[src/rtl/dist_sq_seq_pkg.sv]
// Shared definitions for the dist_sq_seq block.
//   state_t      : FSM state encoding of the sequencer
//   SQ_N         : default signed component width
//   K            : number of leading bits the DRUM squarer keeps
//   POST_SHIFT   : right shift applied to every squarer result
package dist_sq_seq_pkg;

  localparam int SQ_N       = 16;
  localparam int K          = 5;
  localparam int POST_SHIFT = 8;

  typedef enum logic [2:0] {
    IDLE,
    SQ_X,
    SQ_Y,
    SQ_Z,
    DONE
  } state_t;

endpackage

[src/rtl/dist_sq_seq_if.sv]
// Handshake bundle for dist_sq_seq.
//   in_valid/in_ready   : input vector handshake
//   in_x/in_y/in_z      : signed components, N bits each
//   in_2d               : ignore in_z, sum x^2+y^2 only
//   out_valid/out_ready : result handshake
//   out_sum             : approximate squared length, OUT_W bits
// The slave modport is the dist_sq_seq side; master is the producer/consumer.
interface dist_sq_seq_if
  import dist_sq_seq_pkg::*;
#(
  parameter int N     = SQ_N,
  parameter int OUT_W = 32
);

  logic                in_valid;
  logic                in_ready;
  logic signed [N-1:0] in_x;
  logic signed [N-1:0] in_y;
  logic signed [N-1:0] in_z;
  logic                in_2d;
  logic                out_valid;
  logic                out_ready;
  logic [OUT_W-1:0]    out_sum;

  modport master (
    output in_valid, in_x, in_y, in_z, in_2d, out_ready,
    input  in_ready, out_valid, out_sum
  );

  modport slave (
    input  in_valid, in_x, in_y, in_z, in_2d, out_ready,
    output in_ready, out_valid, out_sum
  );

endinterface

[src/rtl/dist_sq_seq_square.sv]
// DRUM approximate squarer (combinational).
//   a  : signed operand, N bits; -2^(N-1) is squared as magnitude 2^(N-1)
//   sq : (approx a^2) >> POST_SHIFT, 2*N-POST_SHIFT bits
// Magnitudes below 2^K are squared exactly. Larger magnitudes keep the K bits
// starting at the leading one, force the lowest kept bit to 1 (unbiasing the
// dropped tail), square that, and shift back by twice the dropped width.
module dist_sq_seq_square
  import dist_sq_seq_pkg::*;
#(
  parameter int N = SQ_N
) (
  input  logic signed [N-1:0]            a,
  output logic        [2*N-POST_SHIFT-1:0] sq
);

  localparam int PW = $clog2(N);

  logic [N-1:0]   a_u;
  logic [N-1:0]   mag;
  logic [PW-1:0]  lead;
  logic [PW-1:0]  shift;
  logic [K-1:0]   mant;
  logic [2*K-1:0] prod;
  logic [2*N-1:0] full;

  assign a_u = a;

  // NOTE: combinational logic uses blocking assignments, and every variable
  // gets a default at the top so no path leaves it unassigned (no latch).
  always_comb begin
    mag   = a_u[N-1] ? (~a_u + 1'b1) : a_u;
    lead  = '0;
    shift = '0;
    mant  = '0;
    for (int i = 0; i < N; i++) begin
      if (mag[i]) lead = PW'(i);
    end
    if (lead < PW'(K)) begin
      mant = mag[K-1:0];
    end else begin
      shift = lead - PW'(K - 1);
      mant  = K'(mag >> shift) | K'(1);
    end
    prod = mant * mant;
    full = {{(2*N-2*K){1'b0}}, prod} << {shift, 1'b0};
    sq   = (2*N-POST_SHIFT)'(full >> POST_SHIFT);
  end

endmodule

[src/rtl/dist_sq_seq.sv]
// Sequential approximate squared-length unit.
//   clk, rst_n : clock, asynchronous active-low reset
//   bus        : dist_sq_seq_if.slave handshake bundle
// One shared DRUM squarer processes x, y and (unless in_2d) z on consecutive
// cycles, accumulating into the result register. The result is held in DONE
// until taken; a new vector may be accepted in the same cycle it leaves.
module dist_sq_seq
  import dist_sq_seq_pkg::*;
#(
  parameter int N     = SQ_N,
  parameter int OUT_W = 32
) (
  input  logic          clk,
  input  logic          rst_n,
  dist_sq_seq_if.slave  bus
);

  localparam int SQ_W = 2*N - POST_SHIFT;

  state_t              state;
  logic signed [N-1:0] x_q;
  logic signed [N-1:0] y_q;
  logic signed [N-1:0] z_q;
  logic                is_2d_q;
  logic [OUT_W-1:0]    acc;
  logic                out_valid_q;
  logic                in_ready;
  logic                accept;
  logic signed [N-1:0] operand;
  logic [SQ_W-1:0]     sq;

  // in_ready is combinational on out_ready so DONE can hand off back-to-back.
  assign in_ready = (state == IDLE) || ((state == DONE) && bus.out_ready);
  assign accept   = bus.in_valid && in_ready;

  assign bus.in_ready  = in_ready;
  assign bus.out_valid = out_valid_q;
  assign bus.out_sum   = acc;

  always_comb begin
    operand = x_q;
    case (state)
      SQ_Y:    operand = y_q;
      SQ_Z:    operand = z_q;
      default: operand = x_q;
    endcase
  end

  dist_sq_seq_square #(.N(N)) square (
    .a  (operand),
    .sq (sq)
  );

  // NOTE: sequential state uses non-blocking assignments so every register
  // samples the pre-edge values, independent of statement order.
  always_ff @(posedge clk or negedge rst_n) begin
    if (!rst_n) begin
      state       <= IDLE;
      x_q         <= '0;
      y_q         <= '0;
      z_q         <= '0;
      is_2d_q     <= 1'b0;
      acc         <= '0;
      out_valid_q <= 1'b0;
    end else begin
      case (state)
        IDLE: begin
          if (accept) begin
            x_q     <= bus.in_x;
            y_q     <= bus.in_y;
            z_q     <= bus.in_z;
            is_2d_q <= bus.in_2d;
            acc     <= '0;
            state   <= SQ_X;
          end
        end
        SQ_X: begin
          acc   <= acc + OUT_W'(sq);
          state <= SQ_Y;
        end
        SQ_Y: begin
          acc <= acc + OUT_W'(sq);
          if (is_2d_q) begin
            state       <= DONE;
            out_valid_q <= 1'b1;
          end else begin
            state <= SQ_Z;
          end
        end
        SQ_Z: begin
          acc         <= acc + OUT_W'(sq);
          state       <= DONE;
          out_valid_q <= 1'b1;
        end
        DONE: begin
          if (bus.out_ready) begin
            out_valid_q <= 1'b0;
            if (bus.in_valid) begin
              x_q     <= bus.in_x;
              y_q     <= bus.in_y;
              z_q     <= bus.in_z;
              is_2d_q <= bus.in_2d;
              acc     <= '0;
              state   <= SQ_X;
            end else begin
              state <= IDLE;
            end
          end
        end
        default: begin
          state       <= IDLE;
          out_valid_q <= 1'b0;
        end
      endcase
    end
  end

endmodule

[src/flat_wrapper.sv]
// flat-port wrapper written by rule: the top's interface ports become plain ports
module dist_sq_seq_flat import dist_sq_seq_pkg::*;
#(
  parameter int N     = SQ_N,
  parameter int OUT_W = 32
)
  (clk, rst_n, bus_in_valid, bus_in_x, bus_in_y, bus_in_z, bus_in_2d, bus_out_ready, bus_in_ready, bus_out_valid, bus_out_sum);
  dist_sq_seq_if #(.N(N), .OUT_W(OUT_W)) bus_i ();
  input  logic clk;
  input  logic rst_n;
  input wire logic [$bits(bus_i.in_valid)-1:0] bus_in_valid;
  input wire logic [$bits(bus_i.in_x)-1:0] bus_in_x;
  input wire logic [$bits(bus_i.in_y)-1:0] bus_in_y;
  input wire logic [$bits(bus_i.in_z)-1:0] bus_in_z;
  input wire logic [$bits(bus_i.in_2d)-1:0] bus_in_2d;
  input wire logic [$bits(bus_i.out_ready)-1:0] bus_out_ready;
  output wire logic [$bits(bus_i.in_ready)-1:0] bus_in_ready;
  output wire logic [$bits(bus_i.out_valid)-1:0] bus_out_valid;
  output wire logic [$bits(bus_i.out_sum)-1:0] bus_out_sum;
  assign bus_i.in_valid = bus_in_valid;
  assign bus_i.in_x = bus_in_x;
  assign bus_i.in_y = bus_in_y;
  assign bus_i.in_z = bus_in_z;
  assign bus_i.in_2d = bus_in_2d;
  assign bus_i.out_ready = bus_out_ready;
  assign bus_in_ready = bus_i.in_ready;
  assign bus_out_valid = bus_i.out_valid;
  assign bus_out_sum = bus_i.out_sum;
  dist_sq_seq #(.N(N), .OUT_W(OUT_W)) u_core (.clk(clk), .rst_n(rst_n), .bus(bus_i));
endmodule
[config.mk]
export PLATFORM = sky130hd
export DESIGN_NAME = dist_sq_seq_flat
export DESIGN_NICKNAME = d
export VERILOG_FILES = /design/src/rtl/dist_sq_seq_pkg.sv /design/src/rtl/dist_sq_seq_if.sv /design/src/rtl/dist_sq_seq_square.sv /design/src/rtl/dist_sq_seq.sv /design/src/flat_wrapper.sv
export SDC_FILE = /design/constraint.sdc
export NUM_CORES = 1
export LEC_CHECK = 0
export ABC_CLOCK_PERIOD_IN_PS = 23600
export BUFFER_PORTS_ARGS = -buffer_cell sky130_fd_sc_hd__buf_2
export CORE_MARGIN = 1.5
export CORE_UTILIZATION = 55
export CTS_CLUSTER_DIAMETER = 100
export DETAILED_ROUTE_END_ITERATION = 6
export PLACE_DENSITY = 0.76
export SKIP_CTS_REPAIR_TIMING = 1
export SKIP_LAST_GASP = 1
export SYNTH_ARGS = -nofsm -noshare
export SYNTH_HDL_FRONTEND = slang
export SYNTH_SLANG_ARGS = --single-unit
[constraint.sdc]
create_clock -name clk -period 23.6 [get_ports clk]
set_clock_uncertainty 0.1 [all_clocks]
set_input_delay 0 -clock clk [delete_from_list [all_inputs] [get_ports clk]]
set_output_delay 0 -clock clk [all_outputs]
set_load 0.02 [all_outputs]
==> results of run 1 <==
-- layout make-up --
cell class	instances	area (um^2)	share of cell area
multi-input cells	629	4910	0.566
flip-flops and latches	85	2130	0.245
repair buffers	143	991	0.114
clock buffers	9	225	0.0260
well taps	176	220	0.0254
inverters	30	113	0.0130
clock inverters	7	86.3	0.00996
-- state kept, by name, summed over array words and instances (netlist names) --
signal / count
u_core.bus.out_sum: 32
u_core.bus.out_valid: 1
u_core.is_2d_q: 1
u_core.state: 3
u_core.x_q: 16
u_core.y_q: 16
u_core.z_q: 16
-- placed cells by master, fill, tap and decap left out, types with 7 or more instances in the layout --
cell and instances:
a211oi_1 8, nor3_1 23, dlygate4sd3_1 52, mux2_2 70, or3_1 9, o22ai_1 7
inv_1 29, xor2_1 13, clkbuf_16 9, mux2i_1 14, buf_2 85, nand2_1 53
a22o_1 19, dfrtp_1 85, and3_1 10, o21bai_1 9, a31oi_1 13, ha_1 40
a21oi_1 46, nor2_1 60, xnor2_1 35, o21ai_0 41, nand3_1 21
-- stage by stage --
| stage | util | hold slack [ns] | cells | instance area [um^2] |
|---|---|---|---|---|
| 2_1_floorplan | - | -0.396 | 778 | 7330 |
| 3_3_place_gp | 0.596 | -0.178 | 1011 | 7840 |
| 3_5_place_dp | 0.596 | -0.176 | 1011 | 7840 |
| 4_1_cts | 0.620 | -0.543 | 1027 | 8150 |
| 5_1_grt | 0.660 | 0.0299 | 1079 | 8670 |
| 6_report | 0.660 | 0.000339 | 1079 | 8670 |
-- worst min path at each step --
stage,start,slack (ns),to
6_report,rst_n,0.0003,u_core.bus.out_sum[0]
5_1_grt,rst_n,0.03,u_core.bus.out_sum[0]
4_1_cts,rst_n,-0.54,u_core.bus.out_sum[0]
3_5_place_dp,rst_n,-0.18,u_core.bus.out_sum[0]
3_3_place_gp,rst_n,-0.18,u_core.bus.out_sum[0]
2_1_floorplan,rst_n,-0.40,u_core.bus.out_sum[0]
-- per-layer routing --
metal / vias to the layer above / part of all wire
li1: 3151 / -
met1: 3299 / 0.45
met2: 259 / 0.48
met3: 36 / 0.050
met4: 0 / 0.020
met5: - / 0
-- worst reg2reg max path: cells and delay by family, from the launching register on --
family / cells / cell delay [ns]
AOI/OAI and AO/OA: 24 / 6.01
adders and majority gates: 8 / 2.91
DFF: 1 / 0.54
and+or+nand+nor: 12 / 2.70
muxes: 1 / 0.46
xor gates and xnor gates: 2 / 0.54
buffers and inverters: 3 / 0.26
-- cells by family after synthesis --
| group | after synthesis | share of synthesized area |
|---|---|---|
| compound gates | 216 | 0.218 |
| xor+xnor | 49 | 0.0611 |
| fa+ha+maj | 44 | 0.0792 |
| buf+inv | 64 | 0.0416 |
| flops | 85 | 0.290 |
| mux | 95 | 0.153 |
| simple gates | 225 | 0.157 |
-- Yosys cell counts, types with 7 or more instances --
master | number | share of area
o21bai_1 | 9 | 0.0092
or3_1 | 9 | 0.0077
a211oi_1 | 8 | 0.0082
xnor2_1 | 35 | 0.042
clkbuf_1 | 17 | 0.0087
a31oi_1 | 13 | 0.011
mux2_2 | 70 | 0.11
and2_1 | 7 | 0.0060
dfrtp_1 | 85 | 0.29
ha_1 | 40 | 0.068
nor3_1 | 23 | 0.016
nand3_1 | 21 | 0.014
o22ai_1 | 7 | 0.0060
xor2_1 | 13 | 0.016
nor2_1 | 60 | 0.031
nand2_1 | 53 | 0.027
a22o_1 | 19 | 0.023
inv_1 | 29 | 0.015
o21ai_0 | 41 | 0.028
a21oi_1 | 46 | 0.031
mux2i_1 | 14 | 0.019
and3_1 | 10 | 0.0085
==> results.md, run 1 <==
- Number of port buffers: 86
- N_diodes: 0
- Met3 usage: 0.0372
- Mean Syn Cell Area: 9.43 um^2
- Initial antenna violation count: 0
- Initial core utilization: 0.558
- Synth Warn #: 0
- Largest net degree at the start of global routing: 62
- Post-Route Setup TNS: 0 ns
- Clk_lat worst skew: 0.35 ns
- Post-synth top flop: dfrtp_1
- Row Count: 42
- CP startpoint: u_core.state[2]
- WL final: 20400 um
- Chip Width: 118 um
- Share of cells above drive strength 1: 0.247
- Relative slew slack: 0.229
- WP data required: 23.73 ns
- Reg2Reg Depth: 50
- Average wire per standard cell: 18.9 um
- Total die area: 14000 um^2
- Crit path largest cell delay: 0.94 ns
- Global route hottest layer: met2
- CP Launch Type: flop
- TritonCTS clock tree: done
- Via count: 6745
- Final-report hold violation count: 0
- Max-cap violation count: 0
- Hold Crit Class: in2async
- R2R Setup Slk: 9.99 ns
- DP HPWL: 14200 um
- GRT Total Usage: 0.270
- Final worst slack: 9.99 ns
- Post-route ant nets: 0
- GRT overflow: 0
- Core area: 13100 um^2
- # IOs: 87
- Num Clock Sinks: 85
- First-pass GRT wire length: 30700 um
- Syn_nets: 875
- Async set-reset flop share out of synthesis: 1.00
- Critical path's top delay family: compound AO/OA/AOI/OAI gates
- Crit Path Max Fanout: 22
- CP max-delay cell: o211ai_1
- EDFF count, synth: 0
- Clock transition at path regs: 0.07 ns
- Worst reg2reg startpoint: u_core.state[2]
- Maximum number of buffers from clock root to sink: 2
- DRT iter0 DRCs: 570
- Cell variety after synth: 92
- Fin crit period: 13.61 ns
- Worst setup EP type: flop
- Gate Count Post-Synth: 778
- Area Overhead vs Synth: 18.2%
- RSZ-0062 raised after global routing: false
- Slew Limit Fails: 0
- Sequential-to-total area share from yosys stat: 0.290
- Die extent in y: 118 um
- FMAX: 73.5 MHz
- M2 GR Usage: 0.418
- Filler instances: 1051
- Drt drc: 0
- Slew @ Worst Pin: 1.16 ns
- Vias in the first global route: 6120
- Reg2reg end: u_core.bus.out_sum[28]
- Crit path capture: u_core.bus.out_sum[28]
- DRT Pass-1 Iters: 5
- Final Net Count: 995
- Vias/cell: 6.25
- Final setup fails: 0
- Fin crit share: 0.577
- CP Buf/Inv Count: 3
- Cell count along the critical path: 50
- Mapped cell area: 7330 um^2
- Critical path class: reg2reg
- GR Util met1: 0.394
- Place WS: 10.36 ns
- Crit-path most repeated cell: a21oi_1
- FF+latch count, synth: 85
- Outcome: finished clean
- Max H-tree Level: 3
- GPL Wtd Cong: 0.878
- Cts bufs inserted: 9
- Critical path arrival: 13.75 ns
- Clk root buf: clkbuf_16
Power of run 1 is not shown: default switching activity piles up to over one toggle a cycle in this logic, so the estimate is an artifact.
==> run 2, diff against run 1 <==
Settings changed: ABC_AREA from default to 1, ABC_CLOCK_PERIOD_IN_PS 23600 to 13000.
Clock period 23.6 ns to 13 ns, I/O delays scaled along.
==> run 2 against run 1 <==
Worst setup slack worse by 8.6 ns; critical endpoint is now u_core.bus.out_sum[30]; largest cell class unchanged; die area fell by 8.2%; register-to-register slack worse by 8.6 ns.
==> results.md, run 2 <==
- Outcome: finished clean
- Synth Warn #: 0
- Share of cells above drive strength 1: 0.160
- Row Count: 40
- Drt drc: 0
- CP max-delay cell: dfrtp_1
- Commonest non-fill, non-tap cell in the layout: nand2_1
- DRT iter0 DRCs: 477
- CP Launch Type: flop
- Cell variety after synth: 57
- Vias/cell: 5.43
- Xor/xnor share of the synthesized area: 0.0259
- Initial core utilization: 0.562
- Max H-tree Level: 3
- DRT Pass-1 Iters: 5
- Critical path arrival: 11.75 ns
- Complex-gate fraction of the synthesized area: 0.147
- Post-Route Setup TNS: 0 ns
- Die extent in y: 114 um
- Fin crit share: 0.890
- Mapped cell area: 6720 um^2
- Hold Crit Class: in2reg
- Via count: 6795
- Post-synth top area share: 0.317
- Max-cap violation count: 0
- Max FFs per register: 32
- FF+latch count, synth: 85
- Gate Count Post-Synth: 972
- Average wire per standard cell: 14.5 um
- DP HPWL: 12200 um
- Slew Limit Fails: 0
- Mux share of post-synthesis cell area: 0.00149
- Post-synth top flop: dfrtp_1
- Critical path's top delay family: simple AND/OR/NAND/NOR gates
- Num Clock Sinks: 85
- Syn_nets: 1069
- R2R Setup Slk: 1.42 ns
- GPL Wtd Cong: 0.937
- Count leader, synth: nand2_1
- RSZ-0062 raised after global routing: false
- Post-Route Utilization: 0.673
- Sequential-to-total area share from yosys stat: 0.317
- Largest net degree at the start of global routing: 75
- WP data required: 13.17 ns
- CP Buf/Inv Count: 10
- Area Overhead vs Synth: 19.9%
- WL final: 18100 um
- Final-report hold violation count: 0
- Worst setup EP type: flop
- Filler instances: 966
- Min-delay src: bus_in_x[9]
- Post-Synth Adder-Cell Area: 0.0864
- Chip Width: 114 um
- N_diodes: 0
- Cell count along the critical path: 69
- Crit path largest cell delay: 0.63 ns
- Crit path capture: u_core.bus.out_sum[30]
- Largest cells by area after synthesis: dfrtp_1, nand2_1, ha_1
- Initial antenna violation count: 0
- FMAX: 86.4 MHz
- # IOs: 87
- Top cells by count, synth: nand2_1, dfrtp_1, inv_1
- Clk_lat worst skew: 0.35 ns
- Post-route ant nets: 0
- Final setup fails: 0
- Leading area contributor after synthesis: dfrtp_1
- Crit Path Max Fanout: 13
- Slew @ Worst Pin: 1.20 ns
- Reg2Reg Depth: 69
- Number of port buffers: 86
- Synth Area in Simple Gates: 0.344
- GRT overflow: 0
- Relative slew slack: 0.198
- EDFF count, synth: 0
- First-pass GRT wire length: 27500 um
- Core area: 12000 um^2
- Clock transition at path regs: 0.07 ns
- Worst reg2reg startpoint: u_core.state[1]
- Crit-path most repeated cell: nand2_1
- Most frequent cells in the layout: nand2_1, buf_2, dfrtp_1
- Async set-reset flop share out of synthesis: 1.00
- Maximum number of buffers from clock root to sink: 2
- Vias in the first global route: 5811
- Final Net Count: 1197
- Total die area: 12900 um^2
- CP startpoint: u_core.state[1]
- Clk root buf: clkbuf_16
- Fin crit period: 11.58 ns
- TritonCTS clock tree: done
- Reg2reg end: u_core.bus.out_sum[30]
- GRT Total Usage: 0.263
- Mean Syn Cell Area: 6.91 um^2
- Cts bufs inserted: 9
- Critical path class: reg2reg
- Main combinational cell family by area after synthesis: simple AND/OR/NAND/NOR gates
## run 2: stage by stage
stage | hold WS, ns | cell area [um^2] | cells | setup WS (ns)
2_1_floorplan | -0.396 | 6720 | 972 | 3.42
3_3_place_gp | -0.252 | 7230 | 1183 | 1.65
3_5_place_dp | -0.251 | 7230 | 1183 | 1.34
4_1_cts | -0.614 | 7520 | 1198 | 1.29
5_1_grt | 0.313 | 8060 | 1251 | 0.0686
6_report | 0.289 | 8060 | 1251 | 1.42
## run 2: cell families (layout without fill, tap and decap cells)
kind of cell / Yosys count / in the layout
AND/OR/NAND/NOR: 533 / 533
AO/OA/AOI/OAI: 166 / 166
buffers and inverters: 127 / 259
flip-flops: 85 / 85
adder cells (fa/ha/maj): 44 / 44
XOR/XNOR: 16 / 16
multiplexers: 1 / 1
## run 2: how the worst min path moves through the flow
stage	endpoint	slack, ns	depth (start not counted)
6_report	u_core.x_q[9]	0.29	4
5_1_grt	u_core.is_2d_q	0.31	4
4_1_cts	u_core.bus.out_sum[5]	-0.61	1
3_5_place_dp	u_core.bus.out_sum[1]	-0.25	1
3_3_place_gp	u_core.bus.out_sum[1]	-0.25	1
2_1_floorplan	u_core.bus.out_sum[0]	-0.40	0
## run 2: layer usage
layer | vias to the layer above | track usage | part of all wire | wire length (um)
met5 | - | 0 | 0 | 0
met4 | 0 | 0.0750 | 0.017 | 301
met3 | 25 | 0.0393 | 0.056 | 1010
met2 | 232 | 0.410 | 0.48 | 8630
met1 | 3118 | 0.381 | 0.45 | 8180
li1 | 3420 | - | - | -
## run 2: cell type report
| cell class | count | area (um^2) | area share |
|---|---|---|---|
| multi-input cells | 760 | 4080 | 0.506 |
| well taps | 147 | 184 | 0.0228 |
| repair buffers | 143 | 993 | 0.123 |
| clock inverters | 6 | 65.1 | 0.00808 |
| clock buffers | 9 | 225 | 0.0280 |
| inverters | 101 | 384 | 0.0477 |
| flip-flops and latches | 85 | 2130 | 0.264 |
## run 2: worst min-delay path: stages
cell and delay, ns:
dlygate4sd3_1 0.51, buf_2 0.09, nand2_1 0.05, nand2_1 0.05
Power of run 2 is left out for the same reason.
==> run 3, diff against run 2 <==
Settings changed: BUFFER_PORTS_ARGS -buffer_cell sky130_fd_sc_hd__buf_2 to -buffer_cell sky130_fd_sc_hd__clkbuf_2.
==> run 3 against run 2 <==
Worst setup slack worse by 0.17 ns; sequential share of layout area is 0.11 points lower; core utilization is 0.28 points higher; sequential cell count stayed put; register-to-register slack worse by 0.17 ns; global-route usage hardly changed.
==> results.md, run 3 (synthesis results as in run 2) <==
- Clk_lat worst skew: 0.34 ns
- Met3 usage: 0.0388
- Crit Path Max Fanout: 13
- Num Clock Sinks: 85
- Critical path class: reg2reg
- Post-Route Setup TNS: 0 ns
- Fin crit share: 0.904
- Initial antenna violation count: 0
- GPL Wtd Cong: 0.930
- Final-report hold violation count: 0
- Via count: 6835
- WP data required: 13.17 ns
- Fin crit period: 11.75 ns
- Largest net degree at the start of global routing: 70
- Share of cells above drive strength 1: 0.160
- Initial core utilization: 0.562
- Crit path largest cell delay: 0.65 ns
- Total die area: 12900 um^2
- Area Overhead vs Synth: 20.4%
- Slew Limit Fails: 0
- First-pass GRT wire length: 27400 um
- Outcome: finished clean
- DP HPWL: 12400 um
- Chip Width: 114 um
- Relative slew slack: 0.218
- CP Launch Type: flop
- Clk root buf: clkbuf_16
- Post-route ant nets: 0
- RSZ-0062 raised after global routing: false
- N_diodes: 0
- # IOs: 87
- Vias/cell: 5.46
- Final setup fails: 0
- Clock transition at path regs: 0.06 ns
- GRT Total Usage: 0.263
- Drt drc: 0
- Global route hottest layer: met2
- TritonCTS clock tree: done
- M2 GR Usage: 0.411
- Number of port buffers: 86
- DRT iter0 DRCs: 400
- Final Net Count: 1197
- Most frequent cells in the layout: nand2_1, clkbuf_2, dfrtp_1
- Cts bufs inserted: 9
- GRT overflow: 0
- # placed instances: 1183
- WL final: 18300 um
- CP max-delay cell: dfrtp_1
- Maximum number of buffers from clock root to sink: 2
- DRT Pass-1 Iters: 5
- Die extent in y: 114 um
- Crit-path most repeated cell: nand2_1
- Max FFs per register: 32
- Hold Crit Class: in2reg
- Max-cap violation count: 0
- Average wire per standard cell: 14.6 um
- Commonest non-fill, non-tap cell in the layout: nand2_1
- FMAX: 85.1 MHz
- GR Util met1: 0.379
- Slew @ Worst Pin: 1.17 ns
- Core area: 12000 um^2
- Worst setup EP type: flop
- Vias in the first global route: 5838
- Max H-tree Level: 3
- Critical path arrival: 11.92 ns
- Row Count: 40
- Non-filler cells, final: 1251
-- run 3: worst paths after layout --
path,slack (ns),depth (start not counted),from,end
min reg2reg,0.38,2,u_core.y_q[9],u_core.y_q[9]
min in group asynchronous,0.32,3,rst_n,u_core.bus.out_sum[18]
max in group asynchronous,11.63,3,rst_n,u_core.bus.out_sum[4]
min,0.29,4,bus_in_z[12],u_core.z_q[12]
max,1.25,69,u_core.state[1],u_core.bus.out_sum[30]
max reg2reg,1.25,69,u_core.state[1],u_core.bus.out_sum[30]
-- run 3: area by class of cell --
cell class | count | area, um^2
inverter | 101 | 384
tap | 147 | 184
sequential | 85 | 2130
clock buffer | 10 | 239
fill | 994 | 3870
timing repair buffer | 143 | 993
clock inverter | 5 | 85.1
multi-input combinational | 760 | 4080
-- run 3: worst max-delay path: cells and delay by family, from the launching register on --
family	cells	cell delay, ns
simple gates	31	3.92
compound gates	18	3.16
fa+ha+maj	8	2.63
buf+inv	9	0.81
flops	1	0.65
xor+xnor	2	0.29
mux	1	0.11
-- run 3: metal layers --
metal / up-vias / share of wire
met5: - / 0
met4: 0 / 0.019
met3: 29 / 0.055
met2: 239 / 0.48
met1: 3140 / 0.45
li1: 3427 / -
-- run 3: through the flow --
stage | worst slack (ns) | util | area, um^2 | hold slack [ns]
floorplan | 3.42 | - | 6720 | -0.396
global placement | 1.73 | 0.605 | 7230 | -0.226
detailed placement | 1.31 | 0.605 | 7230 | -0.226
CTS | 1.23 | 0.632 | 7560 | -0.590
global route | 0.123 | 0.676 | 8090 | 0.324
finish | 1.25 | 0.676 | 8090 | 0.294
Power of run 3 is left out for the same reason.
